### src/rtl/branch_predictor.sv
// branch_predictor: direct-mapped branch target buffer with saturating-counter
// direction prediction, mispredict detection and saturating statistics.
//
// Ports:
//   clk, rst          clock (rising edge), synchronous active-high reset
//   flush             invalidate every entry (counters/targets/stats kept)
//   pc_if             fetch PC used for the combinational lookup
//   pred_hit          valid entry with matching tag at pc_if
//   pred_taken        pred_hit and counter MSB set
//   pred_next_pc      predicted fetch PC (stored target or pc_if+4)
//   upd_*             resolved branch from MEM used for training
//   mispredict        resolved next PC differs from the one predicted
//   redirect_pc       resolved next PC
//   branch_cnt        saturating count of accepted updates
//   mispred_cnt       saturating count of mispredicts
module branch_predictor #(
    parameter int unsigned ENTRIES    = 16,
    parameter int unsigned ADDR_WIDTH = 32,
    parameter int unsigned CNT_WIDTH  = 2,
    parameter int unsigned STAT_WIDTH = 32
) (
    input  logic                  clk,
    input  logic                  rst,
    input  logic                  flush,
    input  logic [ADDR_WIDTH-1:0] pc_if,
    output logic                  pred_hit,
    output logic                  pred_taken,
    output logic [ADDR_WIDTH-1:0] pred_next_pc,
    input  logic                  upd_en,
    input  logic [ADDR_WIDTH-1:0] upd_pc,
    input  logic                  upd_taken,
    input  logic [ADDR_WIDTH-1:0] upd_target,
    input  logic                  upd_pred_taken,
    input  logic [ADDR_WIDTH-1:0] upd_pred_next_pc,
    output logic                  mispredict,
    output logic [ADDR_WIDTH-1:0] redirect_pc,
    output logic [STAT_WIDTH-1:0] branch_cnt,
    output logic [STAT_WIDTH-1:0] mispred_cnt
);

    localparam int unsigned IDX_W = $clog2(ENTRIES);
    localparam int unsigned TAG_W = ADDR_WIDTH - IDX_W - 2;

    localparam logic [CNT_WIDTH-1:0]  CNT_MAX  = {CNT_WIDTH{1'b1}};
    localparam logic [CNT_WIDTH-1:0]  CNT_WEAK = CNT_WIDTH'(1) << (CNT_WIDTH - 1);
    localparam logic [STAT_WIDTH-1:0] STAT_MAX = {STAT_WIDTH{1'b1}};
    localparam logic [ADDR_WIDTH-1:0] PC_STEP  = ADDR_WIDTH'(4);

    logic [ENTRIES-1:0]    valid_q;
    logic [TAG_W-1:0]      tag_q    [ENTRIES];
    logic [ADDR_WIDTH-1:0] target_q [ENTRIES];
    logic [CNT_WIDTH-1:0]  cnt_q    [ENTRIES];

    logic [STAT_WIDTH-1:0] branch_cnt_q;
    logic [STAT_WIDTH-1:0] mispred_cnt_q;

    logic [IDX_W-1:0]      lk_idx;
    logic [TAG_W-1:0]      lk_tag;
    logic [IDX_W-1:0]      up_idx;
    logic [TAG_W-1:0]      up_tag;
    logic                  up_hit;
    logic [ADDR_WIDTH-1:0] actual_next_pc;

    // The predicted direction is already folded into upd_pred_next_pc.
    logic unused_pred_taken;
    assign unused_pred_taken = upd_pred_taken;

    // Combinational lookup against the registered table (old contents on a
    // same-cycle update).
    always_comb begin
        lk_idx       = pc_if[IDX_W+1:2];
        lk_tag       = pc_if[ADDR_WIDTH-1:IDX_W+2];
        pred_hit     = valid_q[lk_idx] && (tag_q[lk_idx] == lk_tag);
        pred_taken   = pred_hit && cnt_q[lk_idx][CNT_WIDTH-1];
        pred_next_pc = pred_taken ? target_q[lk_idx] : (pc_if + PC_STEP);
    end

    // Resolution check; wrong direction and wrong target both show up as a
    // next-PC mismatch.
    always_comb begin
        up_idx         = upd_pc[IDX_W+1:2];
        up_tag         = upd_pc[ADDR_WIDTH-1:IDX_W+2];
        up_hit         = valid_q[up_idx] && (tag_q[up_idx] == up_tag);
        actual_next_pc = upd_taken ? upd_target : (upd_pc + PC_STEP);
        redirect_pc    = actual_next_pc;
        mispredict     = upd_en && (actual_next_pc != upd_pred_next_pc);
    end

    // Table training; flush beats update, reset beats both.
    always_ff @(posedge clk) begin
        if (rst) begin
            valid_q <= '0;
            for (int i = 0; i < int'(ENTRIES); i++) begin
                tag_q[i]    <= '0;
                target_q[i] <= '0;
                cnt_q[i]    <= '0;
            end
        end else if (flush) begin
            valid_q <= '0;
        end else if (upd_en) begin
            if (up_hit) begin
                if (upd_taken) begin
                    target_q[up_idx] <= upd_target;
                    if (cnt_q[up_idx] != CNT_MAX) begin
                        cnt_q[up_idx] <= cnt_q[up_idx] + CNT_WIDTH'(1);
                    end
                end else if (cnt_q[up_idx] != '0) begin
                    cnt_q[up_idx] <= cnt_q[up_idx] - CNT_WIDTH'(1);
                end
            end else if (upd_taken) begin
                valid_q[up_idx]  <= 1'b1;
                tag_q[up_idx]    <= up_tag;
                target_q[up_idx] <= upd_target;
                cnt_q[up_idx]    <= CNT_WEAK;
            end
        end
    end

    // Statistics keep counting through a flush; they stick at all-ones.
    always_ff @(posedge clk) begin
        if (rst) begin
            branch_cnt_q  <= '0;
            mispred_cnt_q <= '0;
        end else begin
            if (upd_en && (branch_cnt_q != STAT_MAX)) begin
                branch_cnt_q <= branch_cnt_q + STAT_WIDTH'(1);
            end
            if (mispredict && (mispred_cnt_q != STAT_MAX)) begin
                mispred_cnt_q <= mispred_cnt_q + STAT_WIDTH'(1);
            end
        end
    end

    assign branch_cnt  = branch_cnt_q;
    assign mispred_cnt = mispred_cnt_q;

endmodule

### config.mk
export PLATFORM = sky130hd
export DESIGN_NAME = branch_predictor
export DESIGN_NICKNAME = d
export VERILOG_FILES = /design/src/rtl/branch_predictor.sv
export SDC_FILE = /design/constraint.sdc
export NUM_CORES = 2
export LEC_CHECK = 0
export CORE_MARGIN = 2
export CORE_UTILIZATION = 50
export DETAILED_ROUTE_END_ITERATION = 8
export GPL_ROUTABILITY_DRIVEN = 0
export PLACE_DENSITY = 0.68
export SYNTH_ARGS = -nofsm -noshare
export SYNTH_HDL_FRONTEND = slang
export SYNTH_SLANG_ARGS = --single-unit
export TNS_END_PERCENT = 100
### constraint.sdc
create_clock -name clk -period 8.5 [get_ports clk]
set_input_delay 2.125 -clock clk [delete_from_list [all_inputs] [get_ports clk]]
set_output_delay 2.125 -clock clk [all_outputs]
set_load 0.03 [all_outputs]
==> results.json <==
{
  "outcome": "finished, final reports clean",
  "met1_length_mm": 67.6,
  "die_area_sq_um": 112000,
  "syn_nets": 4081,
  "finalPower_mw": 12.2,
  "holdBufCountCts": 0,
  "viasPerCell": 6.64,
  "slowest_delay_ns": 0.75,
  "root_buffer": "clkbuf_16",
  "vias": 37100,
  "grt_max_degree": 133,
  "antenna_found_initial": 12,
  "overflow": 0,
  "maxSlewViolCount": 0,
  "wl_met3_mm": 22.5,
  "area.growth.synth_to_final_pct": 15.1,
  "top_layer_used": "met5",
  "synthArstFlopShare": 0,
  "routed-wl-met2_mm": 86.5,
  "timing.fmax_ghz": 0.123,
  "cts.sinks": 1040,
  "rsz0062_at_grt": "false",
  "fin_crit_sh": 0.960,
  "internal-power_mw": 9.11,
  "tightest_slew_ns": 1.29,
  "routed_wl_mm": 185,
  "clk_path_buf_depth": 3,
  "finalNetCount": 4226,
  "start_util": 0.502,
  "relSlewSlack": 0.138,
  "synth_area_sq_um": 54500,
  "cts_resized": 0,
  "dpl_cell_area_sq_um": 59300,
  "finalSetupViolations": 0,
  "combPwrFrac": 0.126,
  "timing.max_cap.violations": 0,
  "p_leak_nw": 23.2,
  "reg2reg_slack_ns": 4.04,
  "hpwl_mm": 112,
  "synth_top_area_frac": 0.529,
  "ys_seq_elements": 1040,
  "ir_worst_vdd_v": 0.000223,
  "p_sw_mw": 3.11,
  "min_period_ns": 8.16,
  "cp.arrival_ns": 6.04,
  "final.setup_skew_ns": 0.0793,
  "crit_fanout": 8,
  "clk_pin_slew_worst_paths_ns": 0.06,
  "final_hold_viol_count": 0,
  "synth-seq-area-share": 0.558,
  "crit_chain": "clkdlybuf4s50_1 -> buf_4 -> and3_1 -> nand4_1 -> nor4_1 -> xnor3_1 -> o41ai_1 -> nor4b_1 -> nor4bb_2 -> nor2_1 -> buf_4",
  "rows": 121,
  "avgSynthCellArea_sq_um": 13.8,
  "worst_path_most_repeated_cell": "buf_4",
  "ant_nets": 0,
  "swShare": 0.254,
  "grt_util_all_layers": 0.328,
  "cts_buffers": 111,
  "clkPwrFrac": 0.389,
  "drtPass1Iterations": 5,
  "port_buffers": 263,
  "stdcell_area_sq_um": 62800,
  "io-pin-count": 265,
  "mostFrequentLayoutCells": "edfxtp_1 (960), and3_1 (510), and2_1 (467)",
  "worstPathRequired_ns": 6.38,
  "tritoncts": "done",
  "synth_largest_area_cell": "edfxtp_1",
  "drc": 0,
  "wl_per_cell_um": 33.0,
  "insertion_delay_ns": 0.74,
  "ys_top_cells_by_area": "edfxtp_1 (53%), mux4_2 (16%), and3_1 (5.9%)",
  "final_common_cell": "edfxtp_1",
  "start_kind": "input pin",
  "grt_pass1_vias": 36200,
  "drive_above_1_share": 0.213,
  "die_h_um": 334,
  "synth_edf_count": 960,
  "hold_path_class": "register to register",
  "slowest_stage": "clkdlybuf4s50_1",
  "final.setup.tns_ns": 0,
  "p_seq_frac": 0.485,
  "syn_inst": 3940,
  "end_kind": "output port",
  "critical_path_class": "input pin to output port",
  "core_sq_um": 109000,
  "die_w_um": 334,
  "ys_warn_count": 0,
  "h-tree-depth": 3,
  "synth_ff_type": "edfxtp_1",
  "drt_iter0_drc": 5410,
  "powerDensity_nw_per_um2": 195,
  "grt_pass1_wl_mm": 262,
  "postCtsSetupBuffers": 0,
  "synthDistinctLibCells": 72
}
## power groups by stage
| stage | registers (mW) | logic (mW) | clock network, mW |
|---|---|---|---|
| after floorplan | 5.99 | 0.869 | 0 |
| after global routing | 5.94 | 1.59 | 4.98 |
| after detailed placement | 6.03 | 1.52 | 0 |
| after CTS | 5.92 | 1.52 | 4.77 |
| after global placement | 6.01 | 1.51 | 0 |
| final | 5.92 | 1.54 | 4.75 |
## cell families after synthesis
group / synth area share
adder cells (fa/ha/maj): 0.00161
buffers and inverters: 0.0323
multiplexers: 0.182
flip-flops: 0.558
AO/OA/AOI/OAI: 0.0318
AND/OR/NAND/NOR: 0.165
XOR/XNOR: 0.0294
## area by class of cell
| class | count | area [sq um] |
|---|---|---|
| timing repair buffer | 440 | 4470 |
| inverter | 20 | 75.1 |
| fill | 8328 | 45800 |
| multi-input combinational | 2472 | 22500 |
| antenna | 1 | 2.50 |
| sequential | 1040 | 30400 |
| clock buffer | 138 | 2880 |
| tap | 1414 | 1770 |
| clock inverter | 66 | 651 |
## metal layers
metal  vias up  global-route usage
li1      15400                   -
met4        10               0.133
met1     18900               0.442
met2      2463               0.514
met5         -                   0
met3       395              0.0812
## worst paths after layout
| path | startpoint | end | cells past startpoint |
|---|---|---|---|
| setup / recovery | upd_pc[11] | mispredict | 11 |
| hold / removal | valid_q[8] | valid_q[8] | 1 |
| setup reg to reg | tag_q[11][2] | tag_q[15][5] | 10 |
| hold reg to reg | valid_q[8] | valid_q[8] | 1 |
## flip-flops by register name, summed over array words and instances (netlist names)
signal and cells:
target_q 512, tag_q 416, branch_cnt 32, cnt_q 32, mispred_cnt 32, valid_q 16
## critical path: cells and delay by family
| kind | cells | cell delay, ns |
|---|---|---|
| AND/OR/NAND/NOR | 6 | 1.91 |
| XOR/XNOR | 1 | 0.33 |
| buffers and inverters | 3 | 1.23 |
| AO/OA/AOI/OAI | 1 | 0.43 |
## metrics by stage
step,setup slack [ns],hold WS [ns],util,instances
after CTS,0.301,0.475,0.578,5590
after floorplan,0.226,0.438,-,3940
after global placement,0.302,0.450,0.546,5386
final,0.339,0.479,0.578,5591
after global routing,0.0424,0.500,0.578,5590
after detailed placement,0.308,0.462,0.546,5386
## synth_stat cells (9+ instances only)
master,count
or2_2,35
a22o_1,14
buf_4,13
nor4_1,25
a22oi_1,18
a21oi_1,75
inv_1,20
mux4_2,395
nand4_1,52
o21ai_0,51
edfxtp_1,960
and2_1,467
mux2i_1,55
and4_1,17
a21o_1,19
o31ai_1,9
and3_1,510
nor2b_1,35
or3_1,28
nand2_1,125
nand3_1,48
buf_2,44
buf_1,24
nor3_1,35
nor2_1,108
mux2_2,44
clkbuf_1,319
or4_1,18
xor2_1,77
xnor2_1,101
a211oi_1,15
dfxtp_1,80
(Power assumes the default switching activity.)
